--- src/rtl/fifo_wptr_full.sv ---
// fifo_wptr_full
//   Write-side pointer / full-flag stage of an asynchronous FIFO (write clock domain).
//   Keeps the binary write pointer, exports a registered Gray copy to the read
//   domain, double-flop synchronises the read Gray pointer, and registers full.
//
//   Optional feature macro: WPTR_AFULL_EN adds a registered almost-full output.
//
// Ports
//   clk          in   write-domain clock
//   rst          in   synchronous reset, active high
//   wr_en_i      in   producer write request
//   rptr_gray_i  in   read pointer (Gray, ADDR_W+1 bits), asynchronous
//   wr_ok_o      out  write accepted this cycle (wr_en_i & ~full_o)
//   waddr_o      out  RAM write address
//   wptr_gray_o  out  registered Gray write pointer to the read domain
//   full_o       out  registered full flag
//   werr_o       out  one-cycle pulse: write attempted while full
//   afull_o      out  registered almost-full (WPTR_AFULL_EN only)
module fifo_wptr_full #(
  parameter int ADDR_W       = 4,
  parameter int AFULL_THRESH = 2
) (
  input  logic              clk,
  input  logic              rst,
  input  logic              wr_en_i,
  input  logic [ADDR_W:0]   rptr_gray_i,
  output logic              wr_ok_o,
  output logic [ADDR_W-1:0] waddr_o,
  output logic [ADDR_W:0]   wptr_gray_o,
  output logic              full_o,
  output logic              werr_o
`ifdef WPTR_AFULL_EN
  ,
  output logic              afull_o
`endif
);

  // Reject illegal configurations at elaboration.
  if (ADDR_W < 2 || AFULL_THRESH < 1 || AFULL_THRESH > (2**ADDR_W) - 1) begin : g_bad_cfg
    $error("fifo_wptr_full: illegal ADDR_W/AFULL_THRESH");
  end

  logic [ADDR_W:0] wbin_q, wbin_d;
  logic [ADDR_W:0] wgray_q, wgray_d;
  logic [ADDR_W:0] rq1_q, rq2_q;
  logic            full_q, full_d;
  logic            werr_q, werr_d;
  logic [ADDR_W:0] full_cmp;

  assign wr_ok_o = wr_en_i & ~full_q;

  always_comb begin
    wbin_d  = wbin_q + {{ADDR_W{1'b0}}, wr_ok_o};
    wgray_d = wbin_d ^ (wbin_d >> 1);
    werr_d  = wr_en_i & full_q;
  end

  // Full when the next write pointer is one lap ahead of the synchronised read
  // pointer: in Gray code that means the top two bits inverted, rest equal.
  assign full_cmp = {~rq2_q[ADDR_W:ADDR_W-1], rq2_q[ADDR_W-2:0]};
  assign full_d   = (wgray_d == full_cmp);

  always_ff @(posedge clk) begin
    if (rst) begin
      wbin_q  <= '0;
      wgray_q <= '0;
      rq1_q   <= '0;
      rq2_q   <= '0;
      full_q  <= 1'b0;
      werr_q  <= 1'b0;
    end else begin
      wbin_q  <= wbin_d;
      wgray_q <= wgray_d;
      rq1_q   <= rptr_gray_i;
      rq2_q   <= rq1_q;
      full_q  <= full_d;
      werr_q  <= werr_d;
    end
  end

  assign waddr_o     = wbin_q[ADDR_W-1:0];
  assign wptr_gray_o = wgray_q;
  assign full_o      = full_q;
  assign werr_o      = werr_q;

`ifdef WPTR_AFULL_EN
  localparam logic [ADDR_W:0] AFULL_LVL = (ADDR_W+1)'((2**ADDR_W) - AFULL_THRESH);

  logic [ADDR_W:0] rbin_s;
  logic [ADDR_W:0] used;
  logic            afull_q, afull_d;

  // Gray to binary: each bit is the XOR of all Gray bits at or above it.
  always_comb begin
    rbin_s = '0;
    for (int i = 0; i <= ADDR_W; i++) rbin_s[i] = ^(rq2_q >> i);
  end

  assign used    = wbin_d - rbin_s;
  assign afull_d = (used >= AFULL_LVL);

  always_ff @(posedge clk) begin
    if (rst) afull_q <= 1'b0;
    else     afull_q <= afull_d;
  end

  assign afull_o = afull_q;
`endif

endmodule

--- config.mk ---
export PLATFORM = sky130hd
export DESIGN_NAME = fifo_wptr_full
export DESIGN_NICKNAME = d
export VERILOG_FILES = /design/src/rtl/fifo_wptr_full.sv
export SDC_FILE = /design/constraint.sdc
export NUM_CORES = 1
export LEC_CHECK = 0
export CAP_MARGIN = 20
export CORE_MARGIN = 3
export CORE_UTILIZATION = 40
export DETAILED_ROUTE_END_ITERATION = 7
export GPL_TIMING_DRIVEN = 0
export PLACE_DENSITY = 0.73
export SLEW_MARGIN = 30
export SYNTH_ARGS = -nofsm -noshare
export SYNTH_HDL_FRONTEND = slang
export SYNTH_SLANG_ARGS = --single-unit
--- constraint.sdc ---
create_clock -name clk -period 2.4 [get_ports clk]
set_clock_uncertainty 0.2 [all_clocks]
set_input_delay 0.48 -clock clk [delete_from_list [all_inputs] [get_ports clk]]
set_output_delay 0.48 -clock clk [all_outputs]
set_load 0.05 [all_outputs]
* After elaboration in Yosys (flattened, before gate mapping)
Cells that the tools add are included.
Operators by class: add/subtract/negate cells 1, equality and inequality tests 1, bitwise operators 5
Operators by type and width (count):
- $add 5x1->5 | 1
- $eq 5x5->1 | 1
- $xor 5x4->5 | 1
- $and 1x1->1 | 2
- $not 2->2 | 1
- $not 1->1 | 1
Word-level totals: register bits 22, input port bits 8, output and inout port bits 12, word-level logic and storage cells 13

* Logic depth before layout (Yosys ltp)
Gate-level depths: netlist of run 1.
depth in word-level cells 5, depth in mapped cells 7, depth with buffers taken out 7

* Worst setup path before layout of run 1
No wires, ideal clock.
path kind register -> register, start point register full_q (netlist: full_o), end point register full_q (netlist: full_o), setup time 103 ps, data arrival time 2719 ps, required time 2097 ps, slack -623 ps, cell stages (with the launch flop) 8, clock period less this slack 3023 ps, cells stage by stage dfxtp_1 -> nor2b_1 -> ha_1 -> ha_1 -> nand3_1 -> xor2_1 -> or3_1 -> a2111oi_2
Between the ends: word-level cells in the longest chain between the ends 5
RTL lines:
- start, declared | line 46 | logic full_q, full_d;
- start signal, assigned | line 76 | full_q <= full_d;
- $not 1->1 | line 50 | assign wr_ok_o = wr_en_i & ~full_q;
- $and 1x1->1 | line 50
- named net wr_ok_o | line 27 | output logic wr_ok_o,
- $add 5x1->5 | line 53 | wbin_d = wbin_q + {{ADDR_W{1'b0}}, wr_ok_o};
- $xor 5x4->5 | line 54 | wgray_d = wbin_d ^ (wbin_d >> 1);
- $eq 5x5->1 | line 61 | assign full_d = (wgray_d == full_cmp);
The timed path passes the listed nets, and every way through them passes these cells. A chain may end at the register's enable or synchronous reset.

* Worst setup path in the final report of run 1
start point register wbin_q[3], end point output port waddr_o[3]
RTL lines:
- start, declared | line 43 | logic [ADDR_W:0] wbin_q, wbin_d;
- start signal, assigned | line 72 | wbin_q <= wbin_d;
- end, declared | line 28 | output logic [ADDR_W-1:0] waddr_o,
No word-level cell between the ends.

==> results by group, run 1 <==
Synthesis
  – Post-synth top area share: 0.564
  – Compound-Gate Fraction of Synth Area: 0.0268
  – Mux cell area share after synthesis: 0.0134
  – Seq/Total Area, Yosys: 0.564
  – #FFs+latches synth: 21
  – Synth warn: 0
  – Post-synth EDFFs: 0
  – Adder-cell area share of the yosys netlist: 0.0336
  – Synth Area in Simple Gates: 0.205
  – Top FF cell, synth: dfxtp_1
  – Count leader, synth: dfxtp_1
  – Post-synthesis xor/xnor area fraction: 0.148
  – Synthesized Nets: slightly below 80
  – Post-Syn Area per Cell: 11.0 um^2
  – Mapped cell area: 746 um^2
  – Yosys cell types: 16
  – Async S/R FF share, synth: 0
  – Post-Syn Instances: between 60 and 70
  – Synth cell count leaders: 21 x dfxtp_1, 13 x nor2b_1, 8 x nor2_1, 8 x xnor2_1, 3 x nand3_1
  – Largest area contributor in the netlist: dfxtp_1
  – Main combinational cell family by area after synthesis: simple AND/OR/NAND/NOR gates
  – Largest cells by area after synthesis: dfxtp_1 56%, nor2b_1 11%, xnor2_1 9.4%

Min path
  – Min-Delay Path Depth: 1
  – Hold path endpoint: rq2_q[4]
  – Hold crit path type: register to register
  – Hold Path Origin: rq1_q[4]

Global routing
  – Initial antenna violation count: 0
  – GR met3 Demand/Resource: 0.0367
  – GRT Max-Usage Layer: met2
  – Met2 GRT Util: 0.172
  – First-pass GRT wire length: ~2000 um
  – GRT met1 Usage: 0.125
  – Largest net degree at the start of global routing: 12
  – GRT overflow: 0
  – Total track usage: 0.108
  – Vias in the first global route: slightly below 500

Timing
  – Slew margin rel.: 0.667
  – Final count of hold timing violations: 0
  – Final setup viols: 0
  – Pins Over Slew Limit: 0
  – Least-Margin Pin Slew: between 400 and 500 ps
  – Hold slack: around 240 ps
  – Fmax: around 0.43 GHz
  – RSZ-0062 raised after global routing: false
  – Worst setup margin: about 83 ps
  – Final Critical Period: about 2300 ps
  – Setup TNS: 0 ps
  – Final Cycle Share: 0.966

Finish
  – Area growth, synth to finish: 42.4%
  – Fillers: between 100 and 150
  – N_diodes: 0
  – Share of layout cells above drive strength 1: 0.130
  – Fin nets: around 100
  – Fin cells: about 120

Floorplan
  – Area of the die: 0.00242 mm^2
  – Io pins: 20
  – Die X: between 40 and 50 um
  – Die Ht: slightly below 50 um
  – Initial Util: 0.458
  – Core Area: roughly 0.0016 mm^2
  – Core Rows: 14

Worst setup path
  – FF-to-FF Start: full_o
  – Crit-path max cell delay: ~860 ps
  – Critical Path RT: 1720 ps
  – Critical path class: register to primary output
  – CP cell instances: clkdlybuf4s50_1
  – FF-to-FF End: full_o
  – Startpoint Class: register
  – Max FO, Critical Path: 5
  – Cell at the slowest stage of the critical path: clkdlybuf4s50_1
  – Reg2Reg Depth: 7
  – Reg2reg setup slack: 340 ps
  – CP endpoint kind: primary output
  – Kind of cell adding the most delay to the critical path: buffers and inverters
  – Buf/Inv on CP: 1
  – Crit path DAT: about 1600 ps

Routing
  – DR WL/cell: 9.41 um
  – Via density per instance: 4.34
  – DRC: 0
  – Antenna Nets Post-Route: 0
  – Vias: 503
  – Routed WL: ~1100 um
  – Drt pass-1 iters: 2
  – 1st-iter DRT viols: 3

Status
  – Status: complete, no violations

Placement
  – Port bufs: 19
  – Gpl congestion: 0.713
  – Placed cell count: between 100 and 150
  – DP HPWL: a little over 800 um
  – Pre-CTS WS: -321 ps

Clock tree
  – CTS tree: yes
  – Clock Tree Buf Depth: 2
  – Worst-Skew Late Latency: ~300 ps
  – TritonCTS buffer count: 3
  – CTS Sinks: 21
  – Cts hold-fix bufs: 0
  – Worst-path clk slew: approximately 100 ps
  – H-tree depth: 1
  – Clk root buf: clkbuf_4

Flow run
  – MaxCap Viol Count: 0

Power and ir drop
  – PD cells: slightly above 600 mW/mm^2
  – Leakage: about 0.39 nW
  – Max IR drop VDD: roughly 0.41 mV
  – Pwr Total: ~0.66 mW
-- routing by layer --
metal | part of all wire | vias to the layer above
met5 | 0 | -
met4 | 0.020 | 0
met3 | 0.064 | 3
met2 | 0.48 | 18
met1 | 0.43 | 219
li1 | - | 263
-- cell families (layout without fill, tap and decap cells) --
| kind of cell | Yosys count | count (layout) |
|---|---|---|
| AND/OR/NAND/NOR | 29 | 29 |
| flip-flops | 21 | 21 |
| XOR/XNOR | 11 | 11 |
| adder cells (fa/ha/maj) | 2 | 2 |
| AO/OA/AOI/OAI | 2 | 2 |
| buffers and inverters | 2 | 26 |
| multiplexers | 1 | 1 |
-- where the power goes --
part / internal (mW) / switching (mW)
logic: 0.0575 / 0.0665
registers: 0.365 / 0.00743
clock network: 0.0647 / 0.0974
-- cells in the final DEF (no fill, tap or decap) --
cell type	n
buf_4	1
nand2_1	2
xnor3_1	1
nor2b_4	1
a21oi_1	1
a2111oi_2	1
dfxtp_2	1
xnor2_1	8
nor2b_1	12
ha_4	2
dlygate4sd2_1	2
clkdlybuf4s50_1	17
nor2_1	8
nand3_4	1
or2_2	1
clkbuf_4	3
dfxtp_1	20
mux2i_1	1
xor2_4	1
nand3_1	2
or3_1	1
xor2_1	1
and2_1	1
clkbuf_1	3
-- sequential cells by signal, summed over array words and instances, names as in the netlist --
register,cells
werr_o,1
rq2_q,5
full_o,1
wptr_gray_o,4
wbin_q,5
rq1_q,5
-- layout make-up --
cell class / count / area, um^2 / share of cell area
timing repair buffer: 20 / 195 / 0.184
clock buffer: 4 / 26.3 / 0.0247
multi-input combinational: 45 / 382 / 0.359
sequential: 21 / 422 / 0.397
buffer: 2 / 7.51 / 0.00707
tap: 24 / 30.0 / 0.0283
-- metrics by stage --
| stage | instance area [um^2] | utilization |
|---|---|---|
| 2_1_floorplan | 792 | - |
| 6_report | 1060 | 0.652 |
| 5_1_grt | 1060 | 0.652 |
| 4_1_cts | 1060 | 0.652 |
| 3_3_place_gp | 1010 | 0.621 |
| 3_5_place_dp | 1010 | 0.621 |
-- timing repair --
item	4_1_cts	5_1_grt
endpoints found under the setup margin	2	0
buffers inserted	1	0
gates resized for setup	4	0
-- how the worst max path moves through the flow --
stage | to | cells after the start | startpoint | slack (ps)
6_report | waddr_o[3] | 1 | wbin_q[3] | 80
5_1_grt | waddr_o[3] | 1 | wbin_q[3] | 10
4_1_cts | waddr_o[3] | 1 | wbin_q[3] | 60
3_5_place_dp | full_o | 8 | wr_en_i | -320
3_3_place_gp | full_o | 8 | wr_en_i | -300
2_1_floorplan | full_o | 7 | wr_en_i | -20
Note: power is estimated with default switching activity, not from simulation.
==> run 2, diff against run 1 <==
--- a/config.mk
+++ b/config.mk
@@ -5,13 +5,14 @@
 export SDC_FILE = /design/constraint.sdc
 export NUM_CORES = 1
 export LEC_CHECK = 0
-export CAP_MARGIN = 20
+export CAP_MARGIN = 30
 export CORE_MARGIN = 3
 export CORE_UTILIZATION = 40
+export CTS_CLUSTER_DIAMETER = 40
 export DETAILED_ROUTE_END_ITERATION = 7
 export GPL_TIMING_DRIVEN = 0
 export PLACE_DENSITY = 0.73
-export SLEW_MARGIN = 30
+export SLEW_MARGIN = 0
 export SYNTH_ARGS = -nofsm -noshare
 export SYNTH_HDL_FRONTEND = slang
 export SYNTH_SLANG_ARGS = --single-unit
==> results of run 2 <==
Same layout as run 1: the final DEF is identical, and so are final timing and power.
==> run 3, diff against run 2 <==
--- a/config.mk
+++ b/config.mk
@@ -5,7 +5,6 @@
 export SDC_FILE = /design/constraint.sdc
 export NUM_CORES = 1
 export LEC_CHECK = 0
-export CAP_MARGIN = 30
 export CORE_MARGIN = 3
 export CORE_UTILIZATION = 40
 export CTS_CLUSTER_DIAMETER = 40
==> results of run 3 <==
Same layout as run 1: the final DEF is identical, and so are final timing and power.
